[src/rtl/sdram_address_sequencer.sv]
// Write/read circular-buffer pointers, occupancy and status flags for the SDRAM stream buffer.
// Optional build macro ADDR_SEQ_OVERWRITE_EN: a write into a full buffer discards the oldest word.
module sdram_address_sequencer #(
    parameter int unsigned INIT_CYCLES  = 4800,
    parameter logic [23:0] LAST_ADDR    = 24'hFFFFFF,
    parameter logic [23:0] AFULL_THRESH = 24'hF00000
) (
    input  logic        CLK_48MHZ,
    input  logic        RESET,
    input  logic        NEXT_WRITE,
    input  logic        NEXT_READ,
    input  logic        CLEAR,
    output logic [1:0]  BA_WRITE,
    output logic [12:0] ROW_WRITE,
    output logic [8:0]  COL_WRITE,
    output logic [1:0]  BA_READ,
    output logic [12:0] ROW_READ,
    output logic [8:0]  COL_READ,
    output logic [24:0] COUNT,
    output logic        EMPTY,
    output logic        FULL,
    output logic        ALMOST_FULL,
    output logic        READY,
    output logic        OVERFLOW,
    output logic        UNDERFLOW
);

    localparam logic [24:0] DEPTH     = {1'b0, LAST_ADDR} + 25'd1;
    localparam logic [24:0] AFULL_CNT = {1'b0, AFULL_THRESH};
    localparam logic [31:0] INIT_LOAD = INIT_CYCLES;

    typedef enum logic [1:0] {
        ST_INIT  = 2'd0,
        ST_RUN   = 2'd1,
        ST_FLUSH = 2'd2
    } state_t;

    state_t      state_q, state_d;
    logic [31:0] init_cnt_q, init_cnt_d;
    logic [23:0] wr_ptr_q, wr_ptr_d;
    logic [23:0] rd_ptr_q, rd_ptr_d;
    logic [24:0] count_q, count_d;
    logic        empty_q, empty_d;
    logic        full_q, full_d;
    logic        afull_q, afull_d;
    logic        ready_q, ready_d;
    logic        ovf_q, ovf_d;
    logic        unf_q, unf_d;
    logic        nw_q, nw_d;
    logic        nr_q, nr_d;
    logic        wr_ev, rd_ev;

    function automatic logic [23:0] ptr_inc(input logic [23:0] p);
        return (p == LAST_ADDR) ? 24'd0 : p + 24'd1;
    endfunction

    always_comb begin
        state_d    = state_q;
        init_cnt_d = init_cnt_q;
        wr_ptr_d   = wr_ptr_q;
        rd_ptr_d   = rd_ptr_q;
        count_d    = count_q;
        ovf_d      = ovf_q;
        unf_d      = unf_q;
        nw_d       = NEXT_WRITE;
        nr_d       = NEXT_READ;
        wr_ev      = NEXT_WRITE & ~nw_q;
        rd_ev      = NEXT_READ & ~nr_q;

        case (state_q)
            ST_INIT: begin
                if (init_cnt_q == 32'd0) begin
                    state_d = ST_RUN;
                end else begin
                    init_cnt_d = init_cnt_q - 32'd1;
                end
            end

            ST_RUN: begin
                if (CLEAR) begin
                    state_d = ST_FLUSH;
                end
                if (wr_ev && rd_ev) begin
                    if (empty_q) begin
                        // Nothing to read yet: the read is lost, the write still lands.
                        wr_ptr_d = ptr_inc(wr_ptr_q);
                        count_d  = count_q + 25'd1;
                        unf_d    = 1'b1;
                    end else begin
                        wr_ptr_d = ptr_inc(wr_ptr_q);
                        rd_ptr_d = ptr_inc(rd_ptr_q);
                    end
                end else if (wr_ev) begin
                    if (!full_q) begin
                        wr_ptr_d = ptr_inc(wr_ptr_q);
                        count_d  = count_q + 25'd1;
                    end else begin
                        ovf_d = 1'b1;
`ifdef ADDR_SEQ_OVERWRITE_EN
                        wr_ptr_d = ptr_inc(wr_ptr_q);
                        rd_ptr_d = ptr_inc(rd_ptr_q);
`endif
                    end
                end else if (rd_ev) begin
                    if (!empty_q) begin
                        rd_ptr_d = ptr_inc(rd_ptr_q);
                        count_d  = count_q - 25'd1;
                    end else begin
                        unf_d = 1'b1;
                    end
                end
            end

            ST_FLUSH: begin
                wr_ptr_d = 24'd0;
                rd_ptr_d = 24'd0;
                count_d  = 25'd0;
                ovf_d    = 1'b0;
                unf_d    = 1'b0;
                state_d  = ST_RUN;
            end

            default: begin
                state_d = ST_INIT;
            end
        endcase

        // Flags follow the next-state count so they never lag COUNT.
        empty_d = (count_d == 25'd0);
        full_d  = (count_d == DEPTH);
        afull_d = (count_d >= AFULL_CNT);
        ready_d = (state_d == ST_RUN);
    end

    always_ff @(posedge CLK_48MHZ or negedge RESET) begin
        if (!RESET) begin
            state_q    <= ST_INIT;
            init_cnt_q <= INIT_LOAD;
            wr_ptr_q   <= 24'd0;
            rd_ptr_q   <= 24'd0;
            count_q    <= 25'd0;
            empty_q    <= 1'b1;
            full_q     <= 1'b0;
            afull_q    <= 1'b0;
            ready_q    <= 1'b0;
            ovf_q      <= 1'b0;
            unf_q      <= 1'b0;
            nw_q       <= 1'b0;
            nr_q       <= 1'b0;
        end else begin
            state_q    <= state_d;
            init_cnt_q <= init_cnt_d;
            wr_ptr_q   <= wr_ptr_d;
            rd_ptr_q   <= rd_ptr_d;
            count_q    <= count_d;
            empty_q    <= empty_d;
            full_q     <= full_d;
            afull_q    <= afull_d;
            ready_q    <= ready_d;
            ovf_q      <= ovf_d;
            unf_q      <= unf_d;
            nw_q       <= nw_d;
            nr_q       <= nr_d;
        end
    end

    assign BA_WRITE    = wr_ptr_q[23:22];
    assign ROW_WRITE   = wr_ptr_q[21:9];
    assign COL_WRITE   = wr_ptr_q[8:0];
    assign BA_READ     = rd_ptr_q[23:22];
    assign ROW_READ    = rd_ptr_q[21:9];
    assign COL_READ    = rd_ptr_q[8:0];
    assign COUNT       = count_q;
    assign EMPTY       = empty_q;
    assign FULL        = full_q;
    assign ALMOST_FULL = afull_q;
    assign READY       = ready_q;
    assign OVERFLOW    = ovf_q;
    assign UNDERFLOW   = unf_q;

endmodule

[config.mk]
export PLATFORM = sky130hd
export DESIGN_NAME = sdram_address_sequencer
export DESIGN_NICKNAME = d
export VERILOG_FILES = /design/src/rtl/sdram_address_sequencer.sv
export SDC_FILE = /design/constraint.sdc
export NUM_CORES = 1
export LEC_CHECK = 0
export CORE_MARGIN = 2
export CORE_UTILIZATION = 61
export CTS_CLUSTER_SIZE = 12
export DETAILED_ROUTE_END_ITERATION = 16
export GPL_ROUTABILITY_DRIVEN = 1
export PLACE_DENSITY = 0.88
export SLEW_MARGIN = 20
export SYNTH_ARGS = -nofsm -noshare
export SYNTH_HDL_FRONTEND = slang
export SYNTH_SLANG_ARGS = --single-unit
[constraint.sdc]
create_clock -name CLK_48MHZ -period 7 [get_ports CLK_48MHZ]
set_input_delay 1.05 -clock CLK_48MHZ [delete_from_list [all_inputs] [get_ports CLK_48MHZ]]
set_output_delay 1.05 -clock CLK_48MHZ [all_outputs]
set_load 0.02 [all_outputs]
==> flow_summary_export.csv, run 1 <==
group,metric,value,unit
logic_synthesis,synth_top_family_by_area,"simple AND/OR/NAND/NOR gates",
clocking,clockBufferDepth,2,
clocking,path_clk_slew,60,ps
floorplan,fp.dieArea,12600,um2
detailed_routing,routed.top_layer,"met4",
power_and_ir_drop,cellPowerDensity,357,nW/um2
sta,rsz0062_at_grt,"no",
clocking,cts_post_setup_buffers_inserted,0,
sta,relSlewSlack,33.7,%
placed_design,hpwlAfterDp,14100,um
worst_setup_path,r2r-end,"FULL$_DFF_PN0_",
logic_synthesis,synth-simple-area-share,30.5,%
final_layout,nets,898,
sta,hold_viol_final,0,
worst_setup_path,r2r-start,"state_q[0]$_DFF_PN0_",
detailed_routing,first_pass_iters,6,
detailed_routing,dr_total_vias,7042,
floorplan,rows,39,
logic_synthesis,synth-edff-count,0,
detailed_routing,drtIter0Drc,764,
logic_synthesis,ys_seq_area_share,40.2,%
final_layout,fin_util,74.9,%
logic_synthesis,synth_top_area_cell,"dfrtp_1",
sta,fin_crit_sh,61.0,%
global_route,grt_overflow,0,
floorplan,design.core.area,11500,um2
outcome,outcome,"completed",
global_route,grt_usage,33.6,%
worst_setup_path,cp_max_fo,13,
detailed_routing,drcViolationCount,0,
detailed_routing,wl_met3,1790,um
sta,finalSetupViolations,0,
global_route,grt_max_degree,83,
global_route,grt_pass1_wl,34300,um
logic_synthesis,synth_seq_cells,115,
worst_setup_path,reg2reg_slack,2870,ps
logic_synthesis,synth_compound_area_share,15.6,%
clocking,cts_root_buf,"clkbuf_16",
clocking,hold_buffers,0,
worst_setup_path,slowest_delay,680,ps
sta,max_freq,0.234,GHz
clocking,cts_tree,"yes",
logic_synthesis,synth_fa_ha_area_share,1.57,%
sta,fin_ws,2730,ps
floorplan,die_w,112,um
hold_path,min_to,"init_cnt_q[22]$_DFFE_PN0P_",
detailed_routing,m1WireLength,8640,um
worst_setup_path,arrival,4580,ps
clocking,cts_buffers,17,
final_layout,diodes,0,
logic_synthesis,syn_area,7170,um2
detailed_routing,viasPerCell,6.77,
logic_synthesis,postSynthCellCount,828,
placed_design,place_ws,2180,ps
sta,fin_tns_setup,0,ps
logic_synthesis,syn_area_per_cell,8.66,um2
worst_setup_path,startpoint_type,"input pin",
clocking,cts_resized,0,
final_layout,drive_gt1_share,7.13,%
logic_synthesis,synth_xor_area_share,6.82,%
floorplan,io_pins,84,
floorplan,initial_core_util,62.5,%
sta,clock_skew,8.28,ps
floorplan,die_h,112,um
sta,tightest_slew,993,ps
detailed_routing,dr_wl_met2,9950,um
sta,period_needed,4270,ps
power_and_ir_drop,p_leak,3.73,nW
power_and_ir_drop,ir_worst_vdd,0.206,mV
logic_synthesis,ys_warn_count,0,
final_layout,syn_to_final_growth,19.9,%
worst_setup_path,cp.required,7310,ps
sta,report.final.slew_viol_count,0,
logic_synthesis,async_flop_share,100,%
clocking,cts_num_sinks,115,
logic_synthesis,synthTopCellsByArea,"dfrtp_1 (38%), xor2_1 (4.4%), nand2_1 (3.9%)",
final_layout,design_area,8590,um2
global_route,antenna_found_initial,0,
worst_setup_path,crit_slowest_cell,"a21oi_1",
detailed_routing,ant_nets,0,
detailed_routing,wirelength,21200,um
hold_path,hp-class,"flop to flop",
logic_synthesis,synth_fp_nets,842,
placed_design,gp_congestion,1.02,
hold_path,hold_start,"init_cnt_q[22]$_DFFE_PN0P_",
run,maxCapViolCount,0,
placed_design,dpl-instance-area,8000,um2
worst_setup_path,worstSetupEndpointType,"flop",
detailed_routing,wire_per_inst,20.4,um
logic_synthesis,yosysTopAreaCellShare,38.4,%
worst_setup_path,crit_path_cell_trace,"clkdlybuf4s50_1, nand2b_1, a21oi_1, nand4_1, xor2_1, o311ai_1, or4_1, or3_1, nor4_1",
worst_setup_path,worst-r2r-cell-count,9,
clocking,h-tree-depth,4,
hold_path,hold_depth,1,
logic_synthesis,synthMuxAreaShare,0.838,%
global_route,first_global_vias,6782,
logic_synthesis,ys.flop_type,"dfrtp_1",
placed_design,port_buffers,83,
clocking,worstSkewPairLatency,410,ps
worst_setup_path,critPathKind,"input pin to flop",
logic_synthesis,synth.distinct_cells,76,
[synth_stat cells (5+ instances only)]
cell type and instances:
ha_1 9, mux2i_1 6, xor2_1 36, or2_2 6
nand2b_1 11, nand2_1 75, nor3_1 40, and4_1 13
clkbuf_1 35, dfstp_2 5, a21oi_1 23, dfrtp_1 110
nand4_1 31, xnor2_1 18, and3_1 21, or4_1 10
nor4_1 27, inv_1 30, a31oi_1 10, and2_1 8
a211o_1 7, o21ai_0 54, or3_1 13, o31ai_1 13
o22ai_1 6, nor2_1 72, o211ai_1 6, buf_2 10
nand3_1 27, a211oi_1 9, nor2b_1 11
[area by class of cell]
class / instances / area, um2
multi-input combinational: 634 / 3980
sequential: 115 / 2880
fill: 817 / 2880
timing repair buffer: 86 / 855
clock buffer: 23 / 478
tap: 143 / 179
inverter: 30 / 113
clock inverter: 9 / 104
[worst max-delay path by stage]
stage	slack [ps]	end	start	depth (start not counted)
6_report	2730	FULL$_DFF_PN0_	NEXT_READ	9
5_1_grt	2590	EMPTY$_DFF_PN1_	NEXT_READ	9
4_1_cts	2650	wr_ptr_q[8]$_DFFE_PN0P_	NEXT_WRITE	9
3_5_place_dp	2180	wr_ptr_q[8]$_DFFE_PN0P_	NEXT_WRITE	9
3_3_place_gp	2490	wr_ptr_q[8]$_DFFE_PN0P_	NEXT_WRITE	9
2_1_floorplan	3790	FULL$_DFF_PN0_	NEXT_READ	8
[layout by cell type (no fill, tap or decap), types with 17 or more instances in the layout]
cell,Yosys,routed
inv_1,30,30
nor4_1,27,27
o21ai_0,54,54
nand3_1,27,27
clkdlybuf4s50_1,0,82
xor2_1,36,36
nand4_1,31,31
and3_1,21,21
nand2_1,75,75
nor3_1,40,40
dfrtp_1,110,110
a21oi_1,23,23
nor2_1,72,72
clkbuf_16,0,17
xnor2_1,18,18
[sequential cells by signal, indices dropped and copies added, names as in the netlist, 2 cells and up]
| signal | count |
|---|---|
| COUNT | 25 |
| init_cnt_q | 32 |
| rd_ptr_q | 24 |
| wr_ptr_q | 24 |
| state_q | 2 |
[kinds of logic after synthesis]
logic type | count (synthesis)
buffers and inverters | 79
AND/OR/NAND/NOR | 395
multiplexers | 6
AO/OA/AOI/OAI | 169
XOR/XNOR | 55
adder cells (fa/ha/maj) | 9
flip-flops | 115
[worst max-delay path, delay by kind of cell]
| family | cells | cell delay (ps) |
|---|---|---|
| simple gates | 5 | 1950 |
| xor+xnor | 1 | 190 |
| buf+inv | 1 | 580 |
| compound gates | 2 | 810 |
[layer usage]
layer,vias to the layer above,global-route usage [%]
met1,3406,43.7
met3,80,6.97
met2,379,54.3
met5,-,0
met4,0,15.5
li1,3177,-
[power by group]
group / total [W] / switching [W] / leakage (nW) / internal [W]
Clock: 0.000852 / 0.000302 / 0.283 / 0.000550
Combinational: 0.00126 / 0.000789 / 1.90 / 0.000474
Sequential: 0.000950 / 0.000195 / 1.55 / 0.000755
[per-stage QoR]
step,power [W],cells,hold WS (ps)
finish,0.00306,1040,464
global placement,0.00215,1008,446
detailed placement,0.00217,1008,455
floorplan,0.00174,828,433
global route,0.00321,1040,494
CTS,0.00303,1040,464
No activity file was read; power rests on OpenSTA's default activity.
==> run 2, diff against run 1 <==
CORE_UTILIZATION = 51   (was 61)
PLACE_DENSITY = 0.79   (was 0.88)
clock period = 3.8 ns   (was 7 ns; I/O delays follow)
==> run 2 against run 1 <==
- die area increased by 19%
- wire length down 5.7%
- register-to-register slack worse by 2500 ps
- first-iteration DRC count grew 7.9%
- largest cell class unchanged
==> flow_summary_export.csv, run 2 (synthesized netlist as in run 1, its figures left out) <==
group,metric,value,unit
sta,finalSetupViolations,0,
worst_setup_path,cp.required,4120,ps
final_layout,largest-register,"init_cnt_q",
clocking,cts_buffers,17,
global_route,grt_usage,27.6,%
floorplan,die_h,123,um
worst_setup_path,startpoint_type,"flop",
sta,hold_viol_final,0,
clocking,cts_resized,0,
worst_setup_path,crit_path_cell_trace,"inv_1, ha_1, nor4b_2, nand3_2, a41oi_1, o311ai_1, or4_1, or3_1, nor4_1",
worst_setup_path,critPathKind,"flop to flop",
clocking,h-tree-depth,4,
sta,relSlewSlack,48.9,%
detailed_routing,wire_per_inst,18.2,um
worst_setup_path,worstSetupEndpointType,"flop",
worst_setup_path,worst-r2r-cell-count,9,
detailed_routing,wirelength,20000,um
worst_setup_path,arrival,3780,ps
floorplan,io_pins,84,
final_layout,multi_input_area,3970,um2
clocking,hold_buffers,0,
sta,fin_tns_setup,0,ps
worst_setup_path,cp_top_family,"simple AND/OR/NAND/NOR gates",
global_route,grt_max_degree,63,
global_route,grt_pass1_wl,32700,um
worst_setup_path,cp_num_buf_inv,1,
detailed_routing,ant_nets,0,
global_route,antenna_found_initial,0,
clocking,cts_root_buf,"clkbuf_16",
final_layout,fin_util,63.8,%
placed_design,port_buffers,83,
detailed_routing,drcViolationCount,0,
floorplan,die_w,123,um
final_layout,diodes,0,
sta,period_needed,3450,ps
sta,clock_skew,12.0,ps
global_route,first_global_vias,6452,
worst_setup_path,cp.depth,9,
clocking,cts_tree,"yes",
detailed_routing,first_pass_iters,7,
final_layout,layout_common_cells,"dfrtp_1 (110), clkdlybuf4s50_1 (82), nand2_1 (75), nor2_1 (72), o21ai_0 (54)",
sta,fin_crit_sh,90.9,%
floorplan,initial_core_util,51.8,%
final_layout,regArea,2880,um2
worst_setup_path,crit_slowest_cell,"or4_1",
clocking,cts_post_setup_buffers_inserted,0,
sta,rsz0062_at_grt,"no",
final_layout,nets,921,
power_and_ir_drop,cellPowerDensity,654,nW/um2
run,maxCapViolCount,0,
sta,report.final.slew_viol_count,0,
final_layout,drive_gt1_share,9.24,%
clocking,worstSkewPairLatency,430,ps
placed_design,placed_cells,1068,
power_and_ir_drop,p_leak,3.84,nW
clocking,clockBufferDepth,2,
clocking,path_clk_slew,60,ps
worst_setup_path,cp_max_fo,10,
worst_setup_path,slowest_delay,570,ps
final_layout,fin_cells,1100,
global_route,grt_overflow,0,
clocking,cts_num_sinks,115,
detailed_routing,viasPerCell,6.21,
final_layout,largest_reg_flops,32,
hold_path,hp-class,"input pin to async pin",
placed_design,hpwlAfterDp,13800,um
floorplan,design.core.area,13800,um2
detailed_routing,drtIter0Drc,824,
outcome,outcome,"completed",
final_layout,syn_to_final_growth,23.1,%
final_layout,final_common_cell,"dfrtp_1",
detailed_routing,dr_total_vias,6829,
power_and_ir_drop,ir_worst_vdd,0.411,mV
sta,max_freq,0.290,GHz
final_layout,n_fill_cell,1140,
floorplan,fp.dieArea,15000,um2
sta,tightest_slew,763,ps
placed_design,gp_congestion,0.988,
floorplan,rows,43,
run 2: final cells by class:
type	instances	share of cell area [%]
Clock buffer	21	5.22
Clock inverter	11	1.46
Inverter	30	1.28
Multi-Input combinational cell	634	44.9
Sequential cell	115	32.7
Tap cell	180	2.55
Timing Repair Buffer	109	11.9
run 2: where the power goes:
group	internal [W]	total, W	switching, W
Combinational	0.000970	0.00248	0.00151
Clock	0.00100	0.00160	0.000596
Sequential	0.00139	0.00170	0.000309
run 2: per-layer routing:
layer	up-vias	wire length [um]	track usage (%)
met5	-	0	0
met4	0	422	9.99
met3	47	2010	7.16
met2	356	9150	42.2
met1	3210	8440	37.8
li1	3216	-	-
run 2: worst paths after layout:
path                       slack [ps]                    endpoint                  startpoint
max                               350             EMPTY$_DFF_PN1_          COUNT[1]$_DFF_PN0_
min                               190          COUNT[9]$_DFF_PN0_                       RESET
max reg2reg                       350             EMPTY$_DFF_PN1_          COUNT[1]$_DFF_PN0_
min reg2reg                       470  init_cnt_q[22]$_DFFE_PN0P_  init_cnt_q[22]$_DFFE_PN0P_
max in group asynchronous        2780  init_cnt_q[12]$_DFFE_PN1P_                       RESET
min in group CLK_48MHZ            470  init_cnt_q[22]$_DFFE_PN0P_  init_cnt_q[22]$_DFFE_PN0P_
run 2: through the flow:
stage / setup slack (ps) / instance area (um2) / hold slack (ps) / power, W
after CTS: 398 / 8830 / 230 / 0.00574
final: 347 / 8830 / 192 / 0.00578
after floorplan: 900 / 7170 / 274 / 0.00320
after global routing: 158 / 8830 / 247 / 0.00610
after global placement: 252 / 8240 / 452 / 0.00410
after detailed placement: 202 / 8240 / 457 / 0.00412
==> run 3, diff against run 2 <==
CELL_PAD_IN_SITES_DETAIL_PLACEMENT = 1   (was not set)
CELL_PAD_IN_SITES_GLOBAL_PLACEMENT = 2   (was not set)
CORE_UTILIZATION = 31   (was 51)
PLACE_DENSITY = 0.78   (was 0.79)
==> run 3 against run 2 <==
- first-iteration DRC count fell by 56%
- register-to-register slack barely moved
- highest routed layer unchanged
- wire length rose by 20%
- worst setup slack got worse by 4.7 ps
- combinational power rose by 6%
- utilization fell by 24 points
- non-clock buffer count rose by 15
- critical path depth did not move
==> flow_summary_export.csv, run 3 (synthesized netlist as in run 1, its figures left out) <==
group,metric,value,unit
clocking,h-tree-depth,4,
sta,fin_crit_sh,91.0,%
sta,period_needed,3460,ps
power_and_ir_drop,p_leak,3.94,nW
final_layout,syn_to_final_growth,26.6,%
detailed_routing,viasPerCell,5.66,
worst_setup_path,crit_path_cell_trace,"inv_1, ha_1, nor4b_2, nand3_2, a41oi_1, o311ai_1, or4_1, or3_1, nor4_1",
worst_setup_path,cp_top_family,"simple AND/OR/NAND/NOR gates",
floorplan,fp.dieArea,24400,um2
worst_setup_path,cp_num_buf_inv,1,
placed_design,place_ws,133,ps
final_layout,final_common_cell,"dfrtp_1",
worst_setup_path,slowest_delay,530,ps
floorplan,die_w,156,um
clocking,cts_buffers,17,
clocking,cts_num_sinks,115,
worst_setup_path,r2r-start,"COUNT[0]$_DFF_PN0_",
floorplan,io_pins,84,
worst_setup_path,arrival,3770,ps
worst_setup_path,cp_max_fo,9,
worst_setup_path,r2r-end,"FULL$_DFF_PN0_",
detailed_routing,drtIter0Drc,366,
power_and_ir_drop,switching_share,42.7,%
detailed_routing,drcViolationCount,0,
sta,hold_viol_final,0,
placed_design,port_buffers,83,
detailed_routing,wirelength,24000,um
final_layout,layout_common_cells,"dfrtp_1 (110), clkdlybuf4s50_1 (82), nand2_1 (75), nor2_1 (72), o21ai_0 (54)",
clocking,clockBufferDepth,2,
final_layout,drive_gt1_share,10.8,%
final_layout,nets,936,
worst_setup_path,reg2reg_slack,340,ps
placed_design,hpwlAfterDp,17300,um
clocking,cts_root_buf,"clkbuf_16",
detailed_routing,ant_nets,0,
sta,report.final.slew_viol_count,0,
sta,fin_tns_setup,0,ps
global_route,first_global_vias,7123,
sta,max_freq,0.289,GHz
final_layout,largest-register,"init_cnt_q",
final_layout,regArea,2880,um2
global_route,grt_max_degree,33,
outcome,outcome,"completed",
power_and_ir_drop,pwr-share-clk,28.4,%
global_route,grt_pass1_wl,39800,um
final_layout,diodes,0,
worst_setup_path,cp.required,4110,ps
placed_design,gp_congestion,0.912,
clocking,hold_buffers,0,
power_and_ir_drop,ir_worst_vdd,0.397,mV
global_route,grt_overflow,0,
worst_setup_path,crit_slowest_cell,"or4_1",
sta,relSlewSlack,45.9,%
power_and_ir_drop,p_seq_share,27.9,%
floorplan,die_h,156,um
sta,rsz0062_at_grt,"no",
clocking,worstSkewPairLatency,420,ps
sta,finalSetupViolations,0,
hold_path,hp-class,"input pin to async pin",
floorplan,initial_core_util,31.7,%
power_and_ir_drop,cellPowerDensity,664,nW/um2
power_and_ir_drop,intPower,0.00345,W
floorplan,design.core.area,22600,um2
worst_setup_path,startpoint_type,"flop",
global_route,grt_usage,20.7,%
worst_setup_path,worst-r2r-cell-count,9,
run,maxCapViolCount,0,
clocking,path_clk_slew,60,ps
power_and_ir_drop,power_frac_comb,43.7,%
global_route,antenna_found_initial,0,
final_layout,n_fill_cell,2623,
clocking,cts_resized,0,
worst_setup_path,critPathKind,"flop to flop",
floorplan,rows,55,
detailed_routing,wire_per_inst,19.7,um
final_layout,largest_reg_flops,32,
detailed_routing,dr_total_vias,6904,
placed_design,placed_cells,1188,
detailed_routing,first_pass_iters,5,
final_layout,fin_cells,1220,
sta,fin_ws,342,ps
power_and_ir_drop,p_switching,0.00257,W
sta,tightest_slew,809,ps
worst_setup_path,cp.depth,9,
sta,clock_skew,14.0,ps
final_layout,multi_input_area,3970,um2
worst_setup_path,worstSetupEndpointType,"flop",
clocking,cts_post_setup_buffers_inserted,0,
clocking,cts_tree,"yes",
run 3: cell count changes in the layout (fill, tap and decap cells not counted), moves of 2 or more:
cell        previous run  this run
buf_12                 2         0
clkinv_4               1         3
buf_4                 25        42
inv_6                  2         5
clkinvlp_4             5         1
run 3: area by class of cell:
type	count	share of cell area, %
flip-flops and latches	115	31.8
clock buffers	19	4.88
inverters	30	1.24
clock inverters	13	1.90
repair buffers	124	12.5
well taps	285	3.93
multi-input cells	634	43.7
run 3: worst reg2reg max path, delay by kind of cell (launching register included):
kind,cells,cell delay (ps)
AOI/OAI and AO/OA,2,440
adders and majority gates,1,230
buffers and inverters,1,150
DFF,1,480
and+or+nand+nor,5,2050
run 3: stage by stage:
step | power [W] | area, um2 | utilization [%] | hold WS (ps)
CTS | 0.00605 | 9070 | 40.1 | 75.1
floorplan | 0.00320 | 7170 | - | 274
global route | 0.00639 | 9070 | 40.1 | 91.7
finish | 0.00602 | 9070 | 40.1 | 77.6
detailed placement | 0.00431 | 8460 | 37.4 | 453
global placement | 0.00430 | 8460 | 37.4 | 451
run 3: worst max path at each step:
stage / from / end
floorplan: COUNT[0]$_DFF_PN0_ / FULL$_DFF_PN0_
finish: COUNT[0]$_DFF_PN0_ / FULL$_DFF_PN0_
global route: COUNT[0]$_DFF_PN0_ / FULL$_DFF_PN0_
CTS: COUNT[0]$_DFF_PN0_ / FULL$_DFF_PN0_
global placement: NEXT_READ / FULL$_DFF_PN0_
detailed placement: NEXT_READ / FULL$_DFF_PN0_
run 3: routing by layer:
layer  vias to the layer above  part of all wire, %  track usage [%]
met2                       206                   46             32.8
met1                      3426                   46             28.4
met3                        34                  6.4             4.39
met5                         -                    0                0
met4                         0                  1.9             6.07
li1                       3238                    -                -
run 3: power by group through the flow:
stage               clock, W  combinational [W]  sequential [W]
finish               0.00171            0.00263         0.00168
global route         0.00181            0.00287         0.00171
CTS                  0.00175            0.00262         0.00168
detailed placement         0            0.00261         0.00170
global placement           0            0.00261         0.00170
floorplan                  0            0.00146         0.00174
